`src/rtl/uart_rx_if.sv`:
```
// Bus between a UART receiver and its user: serial line and baud tick in,
// received word and status out. parity_err exists only with UART_RX_PARITY_EN.
interface uart_rx_if #(
    parameter int DBIT = 8
);
    logic            rx;
    logic            s_tick;
    logic [DBIT-1:0] dout;
    logic            rx_done_tick;
    logic            frame_err;
`ifdef UART_RX_PARITY_EN
    logic            parity_err;

    modport slave (
        input  rx, s_tick,
        output dout, rx_done_tick, frame_err, parity_err
    );
    modport master (
        output rx, s_tick,
        input  dout, rx_done_tick, frame_err, parity_err
    );
`else
    modport slave (
        input  rx, s_tick,
        output dout, rx_done_tick, frame_err
    );
    modport master (
        output rx, s_tick,
        input  dout, rx_done_tick, frame_err
    );
`endif
endinterface

```
`src/rtl/uart_rx.sv`:
```
// UART receiver, 16x oversampled, LSB first, with stop-bit framing check.
// Define UART_RX_PARITY_EN to add an even-parity bit and parity_err.
module uart_rx #(
    parameter int DBIT    = 8,
    parameter int SB_TICK = 16
) (
    input  logic     clk,
    input  logic     reset,
    uart_rx_if.slave bus
);
    localparam int TW = $clog2(SB_TICK);
    localparam int BW = $clog2(DBIT);
    localparam logic [TW-1:0] MID    = TW'(7);
    localparam logic [TW-1:0] LAST_D = TW'(15);
    localparam logic [TW-1:0] LAST_S = TW'(SB_TICK - 1);
    localparam logic [BW-1:0] LAST_B = BW'(DBIT - 1);

    typedef enum logic [2:0] {
        IDLE,
        START,
        DATA,
`ifdef UART_RX_PARITY_EN
        PARITY,
`endif
        STOP
    } state_t;

    state_t          state_q, state_d;
    logic [TW-1:0]   tick_q, tick_d;
    logic [BW-1:0]   bit_q, bit_d;
    logic [DBIT-1:0] sh_q, sh_d;
    logic [DBIT-1:0] dout_q, dout_d;
    logic            done_q, done_d;
    logic            ferr_q, ferr_d;
    logic            meta_q, rx_s_q;
`ifdef UART_RX_PARITY_EN
    logic            par_q, par_d;
    logic            perr_q, perr_d;
`endif

    always_ff @(posedge clk or negedge reset) begin
        if (!reset) begin
            state_q <= IDLE;
            tick_q  <= '0;
            bit_q   <= '0;
            sh_q    <= '0;
            dout_q  <= '0;
            done_q  <= 1'b0;
            ferr_q  <= 1'b0;
            meta_q  <= 1'b1;
            rx_s_q  <= 1'b1;
`ifdef UART_RX_PARITY_EN
            par_q   <= 1'b0;
            perr_q  <= 1'b0;
`endif
        end else begin
            state_q <= state_d;
            tick_q  <= tick_d;
            bit_q   <= bit_d;
            sh_q    <= sh_d;
            dout_q  <= dout_d;
            done_q  <= done_d;
            ferr_q  <= ferr_d;
            meta_q  <= bus.rx;
            rx_s_q  <= meta_q;
`ifdef UART_RX_PARITY_EN
            par_q   <= par_d;
            perr_q  <= perr_d;
`endif
        end
    end

    always_comb begin
        state_d = state_q;
        tick_d  = tick_q;
        bit_d   = bit_q;
        sh_d    = sh_q;
`ifdef UART_RX_PARITY_EN
        par_d   = par_q;
`endif
        unique case (state_q)
            IDLE: begin
                if (!rx_s_q) begin
                    state_d = START;
                    tick_d  = '0;
                end
            end
            START: begin
                if (bus.s_tick) begin
                    if (tick_q == MID) begin
                        // A start bit that is high again at mid-bit was noise
                        state_d = rx_s_q ? IDLE : DATA;
                        tick_d  = '0;
                        bit_d   = '0;
                    end else begin
                        tick_d = tick_q + TW'(1);
                    end
                end
            end
            DATA: begin
                if (bus.s_tick) begin
                    if (tick_q == LAST_D) begin
                        tick_d = '0;
                        sh_d   = {rx_s_q, sh_q[DBIT-1:1]};
                        if (bit_q == LAST_B) begin
`ifdef UART_RX_PARITY_EN
                            state_d = PARITY;
`else
                            state_d = STOP;
`endif
                        end else begin
                            bit_d = bit_q + BW'(1);
                        end
                    end else begin
                        tick_d = tick_q + TW'(1);
                    end
                end
            end
`ifdef UART_RX_PARITY_EN
            PARITY: begin
                if (bus.s_tick) begin
                    if (tick_q == LAST_D) begin
                        tick_d  = '0;
                        par_d   = rx_s_q;
                        state_d = STOP;
                    end else begin
                        tick_d = tick_q + TW'(1);
                    end
                end
            end
`endif
            STOP: begin
                if (bus.s_tick) begin
                    if (tick_q == LAST_S) begin
                        state_d = IDLE;
                    end else begin
                        tick_d = tick_q + TW'(1);
                    end
                end
            end
            default: state_d = IDLE;
        endcase
    end

    always_comb begin
        done_d = 1'b0;
        dout_d = dout_q;
        ferr_d = ferr_q;
`ifdef UART_RX_PARITY_EN
        perr_d = perr_q;
`endif
        if (state_q == STOP && bus.s_tick && tick_q == LAST_S) begin
            done_d = 1'b1;
            dout_d = sh_q;
            ferr_d = ~rx_s_q;
`ifdef UART_RX_PARITY_EN
            perr_d = (^sh_q) ^ par_q;
`endif
        end
    end

    assign bus.dout         = dout_q;
    assign bus.rx_done_tick = done_q;
    assign bus.frame_err    = ferr_q;
`ifdef UART_RX_PARITY_EN
    assign bus.parity_err   = perr_q;
`endif
endmodule

```
`src/flat_wrapper.sv`:
```
// flat-port wrapper written by rule: the top's interface ports become plain ports
module uart_rx_flat 
#(
    parameter int DBIT    = 8,
    parameter int SB_TICK = 16
)
  (clk, reset, bus_rx, bus_s_tick, bus_dout, bus_rx_done_tick, bus_frame_err);
  uart_rx_if #(.DBIT(DBIT)) bus_i ();
  input  logic clk;
  input  logic reset;
  input wire logic [$bits(bus_i.rx)-1:0] bus_rx;
  input wire logic [$bits(bus_i.s_tick)-1:0] bus_s_tick;
  output wire logic [$bits(bus_i.dout)-1:0] bus_dout;
  output wire logic [$bits(bus_i.rx_done_tick)-1:0] bus_rx_done_tick;
  output wire logic [$bits(bus_i.frame_err)-1:0] bus_frame_err;
  assign bus_i.rx = bus_rx;
  assign bus_i.s_tick = bus_s_tick;
  assign bus_dout = bus_i.dout;
  assign bus_rx_done_tick = bus_i.rx_done_tick;
  assign bus_frame_err = bus_i.frame_err;
  uart_rx #(.DBIT(DBIT), .SB_TICK(SB_TICK)) u_core (.clk(clk), .reset(reset), .bus(bus_i));
endmodule
```
`config.mk`:
```
export PLATFORM = sky130hd
export DESIGN_NAME = uart_rx_flat
export DESIGN_NICKNAME = d
export VERILOG_FILES = /design/src/rtl/uart_rx_if.sv /design/src/rtl/uart_rx.sv /design/src/flat_wrapper.sv
export SDC_FILE = /design/constraint.sdc
export NUM_CORES = 1
export LEC_CHECK = 0
export BUFFER_PORTS_ARGS = -buffer_cell sky130_fd_sc_hd__buf_2
export CAP_MARGIN = 15
export CORE_MARGIN = 4
export CORE_UTILIZATION = 45
export DETAILED_ROUTE_END_ITERATION = 8
export SYNTH_ARGS = -nofsm -noshare
export SYNTH_HDL_FRONTEND = slang
export SYNTH_SLANG_ARGS = --single-unit
```
`constraint.sdc`:
```
create_clock -name clk -period 4.8 [get_ports clk]
set_input_delay 0.96 -clock clk [delete_from_list [all_inputs] [get_ports clk]]
set_output_delay 0.96 -clock clk [all_outputs]
set_load 0.05 [all_outputs]
```
Word level (Yosys, flattened, before mapping). Cells that the tools add are included.

Flip-flop bits (word level): 30. Bits of input ports: 4.

Add/sub/neg operators: 2. Equality and inequality tests: 16. Multiplexer cells: 25. Bitwise logic cells: 1. Reduce and logical (&&, ||, !) cells: 9.

Operator list (count): two-way mux 3 bit (13); two-way mux 4 bit (7); case mux 4 bit (4 select lines) (1); != test 2 bit (second input constant) (6); case mux 3 bit (4 select lines) (1); AND reduction 6 bit (2); != test 2 x 1 -> 1 bit (second input constant) (4); AND reduction 8 bit (1); equality test 3 x 2 -> 1 bit (second input constant) (2); case mux 3 bit (2 select lines) (1); adder 4 x 1 -> 4 bit (second input constant) (1); equality test 4 x 3 -> 1 bit (second input constant) (1); equality test 4 bit (second input constant) (1); nonzero test 4 bit (1); adder 3 x 1 -> 3 bit (second input constant) (1); equality test 3 x 1 -> 1 bit (second input constant) (1); equality test 3 bit (second input constant) (1); logical NOT 3 bit (1); AND reduction 3 bit (1); logical AND 1 bit (2); two-way mux 2 bit (1); nonzero test 2 bit (1); two-way mux 1 bit (1); inverter 1 bit (1).

Logic depth before layout (Yosys ltp).
Depth after elaboration: 5. Gate-level depth with buffers: 7.

Worst setup path before layout. No wires, ideal clock.

Path kind: input-to-reg. Start point: in bus_s_tick. End point: reg u_core.dout_q[1], in the netlist u_core.bus.dout[1]. Arrival time: 1753 ps. Data required time: 4675 ps. Setup slack: 2922 ps. Stages: 4. Path buffers: 1. Path through: nand4_1 > or2_1 > buf_6 > mux2_4.

Longest elaborated chain between the ends: 2.

Ends and longest elaborated chain: from (decl) (line flat_wrapper.sv:12) `input wire logic [$bits(bus_i.s_tick)-1:0] bus_s_tick;`; logical AND 1 bit (2 in a row) (line uart_rx.sv:152) `if (state_q == STOP && bus.s_tick && tick_q == LAST_S) begin`; to (signal assigned) (line uart_rx.sv:61) `dout_q <= dout_d;`; to (decl) (line uart_rx.sv:32) `logic [DBIT-1:0] dout_q, dout_d;`.

No other way between the ends. A chain may end at the register's enable or synchronous reset.

Worst setup path after layout.
Start point: reg u_core.state_q[0]. End point: reg u_core.sh_q[2].

Longest elaborated chain between the ends: 2.

Ends and longest elaborated chain: from (decl) (line uart_rx.sv:28) `state_t state_q, state_d;`; from (signal assigned) (line uart_rx.sv:57) `state_q <= state_d;`; equality test 3 x 2 -> 1 bit (line uart_rx.sv:81) `unique case (state_q)`; AND reduction 3 bit (no source line); to (signal assigned) (line uart_rx.sv:46) `sh_q <= '0;`; to (signal assigned) (line uart_rx.sv:60) `sh_q <= sh_d;`; to (decl) (line uart_rx.sv:31) `logic [DBIT-1:0] sh_q, sh_d;`.

No other way between the ends.

==> impl_metrics.json <==
{
  "synth_top_family_by_area": "multiplexers",
  "cp_slowest_cell": "and3_1",
  "cts_setup_buffers": 0,
  "vias_per_cell": 5.20,
  "synthMuxAreaShare_pct": 15.4,
  "drive_above_1_share_pct": 31.9,
  "yosysWarningCount": 0,
  "hold_violations": 0,
  "ir_worst_vdd_v": 0.000228,
  "synth_area_leaders": "dfrtp_1 46%, ha_1 7.6%, mux2_2 7.6%",
  "dp_cells": 171,
  "p_leak_nw": 0.836,
  "drtPass1Iterations": 4,
  "via_count": 931,
  "synth-seq-area-share_pct": 49.1,
  "finalSetupTns_ps": 0,
  "yosysTopAreaCell": "dfrtp_1",
  "grt_max_degree": 30,
  "totalWireLength_um": 2350,
  "worstSetupPathType": "reg2reg",
  "grt_usage_pct": 12.4,
  "grt_overflow_total": 0,
  "finalNetCount": 147,
  "first_iter_violations": 41,
  "ys_seq_elements": 29,
  "ys.flop_type": "dfrtp_1",
  "syn_nets": 132,
  "synth.avg_cell_area_um2": 12.5,
  "crit_end": "u_core.sh_q[2]",
  "ys_types": 35,
  "r2r-start": "u_core.state_q[0]",
  "core-area_mm2": 0.00310,
  "nFillCells": 289,
  "path_buf_inv": 1,
  "reg2reg_slack_ps": 2850,
  "post_cts_resized": 0,
  "maxSlewViolCount": 0,
  "reg2reg_depth": 4,
  "syn_area_mm2": 0.00148,
  "antenna_found_initial": 0,
  "final-instance-count-excl-fill": 179,
  "synth_xor_area_share_pct": 0,
  "ant_nets": 0,
  "worstSkewPairLatency_ps": 320,
  "maxSlewHeadroom_pct": 58.2,
  "cp_data_arrival_time_ps": 2160,
  "finalSetupViolCount": 0,
  "hold_class": "reg2reg",
  "r2r-end": "u_core.sh_q[2]",
  "cts_buffers": 5,
  "crit_path_max_fanout": 12,
  "cts.sinks": 29,
  "synthToLayoutAreaGrowth_pct": 11.0,
  "tightest_slew_ps": 627,
  "status": "complete, no violations",
  "fin_crit_sh_pct": 40.7,
  "fp-row-count": 20,
  "synthAdderAreaFrac_pct": 7.59,
  "syn_inst": 119,
  "p_per_area_mw_per_mm2": 397,
  "fp.dieW_um": 65.4,
  "cts_tree": "done",
  "initial_core_util_pct": 47.8,
  "wire_per_inst_um": 13.1,
  "finClkSkew_ps": 3.30,
  "cts_hold_buf": 0,
  "place_area_mm2": 0.00156,
  "critPathLaunchType": "register",
  "gp_congestion": 0.818,
  "slowest_delay_ps": 450,
  "drc": 0,
  "async_reset_ff_share_pct": 100,
  "dpl.hpwl_um": 1660,
  "io_pins": 14,
  "fmax_mhz": 512,
  "cp_num_cells": 4,
  "cts_root_buf": "clkbuf_4",
  "dp_slack_ps": 2560,
  "finish.instance_area_mm2": 0.00165,
  "crit_chain": "inv_1, ha_1, and3_1, mux2_2",
  "period_needed_ps": 1950,
  "hold_ws_ps": 359,
  "dieArea_mm2": 0.00428,
  "numPortBuffers": 13,
  "cp_top_family": "simple AND/OR/NAND/NOR gates",
  "synth_compound_area_share_pct": 13.2,
  "grt_pass1_vias": 875,
  "cp-startpoint": "u_core.state_q[0]",
  "cap_viol_max_count": 0,
  "setup_slack_ps": 2850,
  "die_h_um": 65.4,
  "synth.top_cell.area_share_pct": 45.6,
  "cts.path.max_buffers": 2,
  "synth-edff-count": 0,
  "htreeDepth": 2,
  "clkTransAtPathRegs_ps": 90,
  "grt_pass1_wl_um": 4000,
  "required_ps": 5010,
  "num_antenna_cells": 0,
  "rsz0062_at_grt": "no",
  "endpoint_kind": "register",
  "synth_simple_gate_area_share_pct": 9.79
}
[cell usage after synthesis (2+ instances only)]
master   number
dfrtp_1      27
mux2_2       10
ha_1          9
inv_1         8
nand2_1       8
mux2_4        7
o21ai_0       7
a22o_1        5
nor3b_1       3
a211o_1       2
a21oi_1       2
and3_1        2
buf_4         2
buf_6         2
dfstp_2       2
nand3_1       2
nor3_1        2
o21ai_1       2
[power breakdown]
| group | leakage [nW] | internal (mW) | switching (mW) |
|---|---|---|---|
| clock | 0.0455 | 0.124 | 0.0797 |
| combinational | 0.396 | 0.0674 | 0.104 |
| sequential | 0.395 | 0.261 | 0.0172 |
| total | 0.836 | 0.453 | 0.201 |
[kinds of logic (layout without fill, tap and decap cells)]
| kind of cell | count (synthesis) | in the layout |
|---|---|---|
| multiplexers | 18 | 18 |
| flip-flops | 29 | 29 |
| adder cells (fa/ha/maj) | 9 | 9 |
| buffers and inverters | 13 | 29 |
| AO/OA/AOI/OAI | 25 | 25 |
| AND/OR/NAND/NOR | 25 | 25 |
[per-stage QoR]
stage / total power [mW] / utilization [%]
after floorplan: 0.428 / -
after global placement: 0.454 / 50.3
after detailed placement: 0.455 / 50.3
after CTS: 0.667 / 53.0
after global routing: 0.706 / 53.0
final: 0.654 / 53.0
[worst min-delay path by stage]
stage / slack [ps] / startpoint / endpoint / cells past startpoint
CTS: 360 / u_core.meta_q / u_core.rx_s_q / 0
global route: 370 / u_core.meta_q / u_core.rx_s_q / 0
detailed placement: 350 / u_core.meta_q / u_core.rx_s_q / 0
finish: 360 / u_core.meta_q / u_core.rx_s_q / 0
global placement: 350 / u_core.meta_q / u_core.rx_s_q / 0
floorplan: 350 / u_core.meta_q / u_core.rx_s_q / 0
[placed cells by master (no fill, tap or decap), types with 3 or more instances in the layout]
cell and n:
buf_2 13, dfrtp_1 27, clkbuf_4 5, o21ai_0 7, mux2_2 10, mux2_4 7, nand2_1 8, nor3b_1 3
inv_1 8, ha_1 9, a22o_1 5
[layout make-up]
type	count	area (µm²)	share of cell area (%)
Sequential cell	29	728	44.3
Clock buffer	7	55.1	3.35
Tap cell	44	55.1	3.35
Timing Repair Buffer	13	65.1	3.95
Inverter	8	30.0	1.83
Clock inverter	1	30.0	1.83
Multi-Input combinational cell	77	682	41.4
[flip-flops by register name (all words and copies together), names as in the netlist]
name and cells:
u_core.state_q 2, u_core.tick_q 4, u_core.rx_s_q 1, u_core.bus.rx_done_tick 1
u_core.bus.dout 8, u_core.meta_q 1, u_core.bit_q 3, u_core.sh_q 8
u_core.bus.frame_err 1
[layer usage]
metal / wire [µm] / up-vias / GRT usage [%] / part of all wire [%]
li1: - / 458 / - / -
met5: 0 / - / 0 / 0
met1: 1100 / 446 / 14.6 / 47
met3: 137 / 2 / 5.64 / 5.8
met4: 15 / 0 / 4.66 / 0.64
met2: 1100 / 25 / 19.8 / 47
[worst register-to-register path: cells and delay by family (launching register included)]
family | cells | cell delay, ps
fa+ha+maj | 1 | 430
flops | 1 | 440
buf+inv | 1 | 140
simple gates | 1 | 450
mux | 1 | 390
Power figures use the tool's default switching activity.
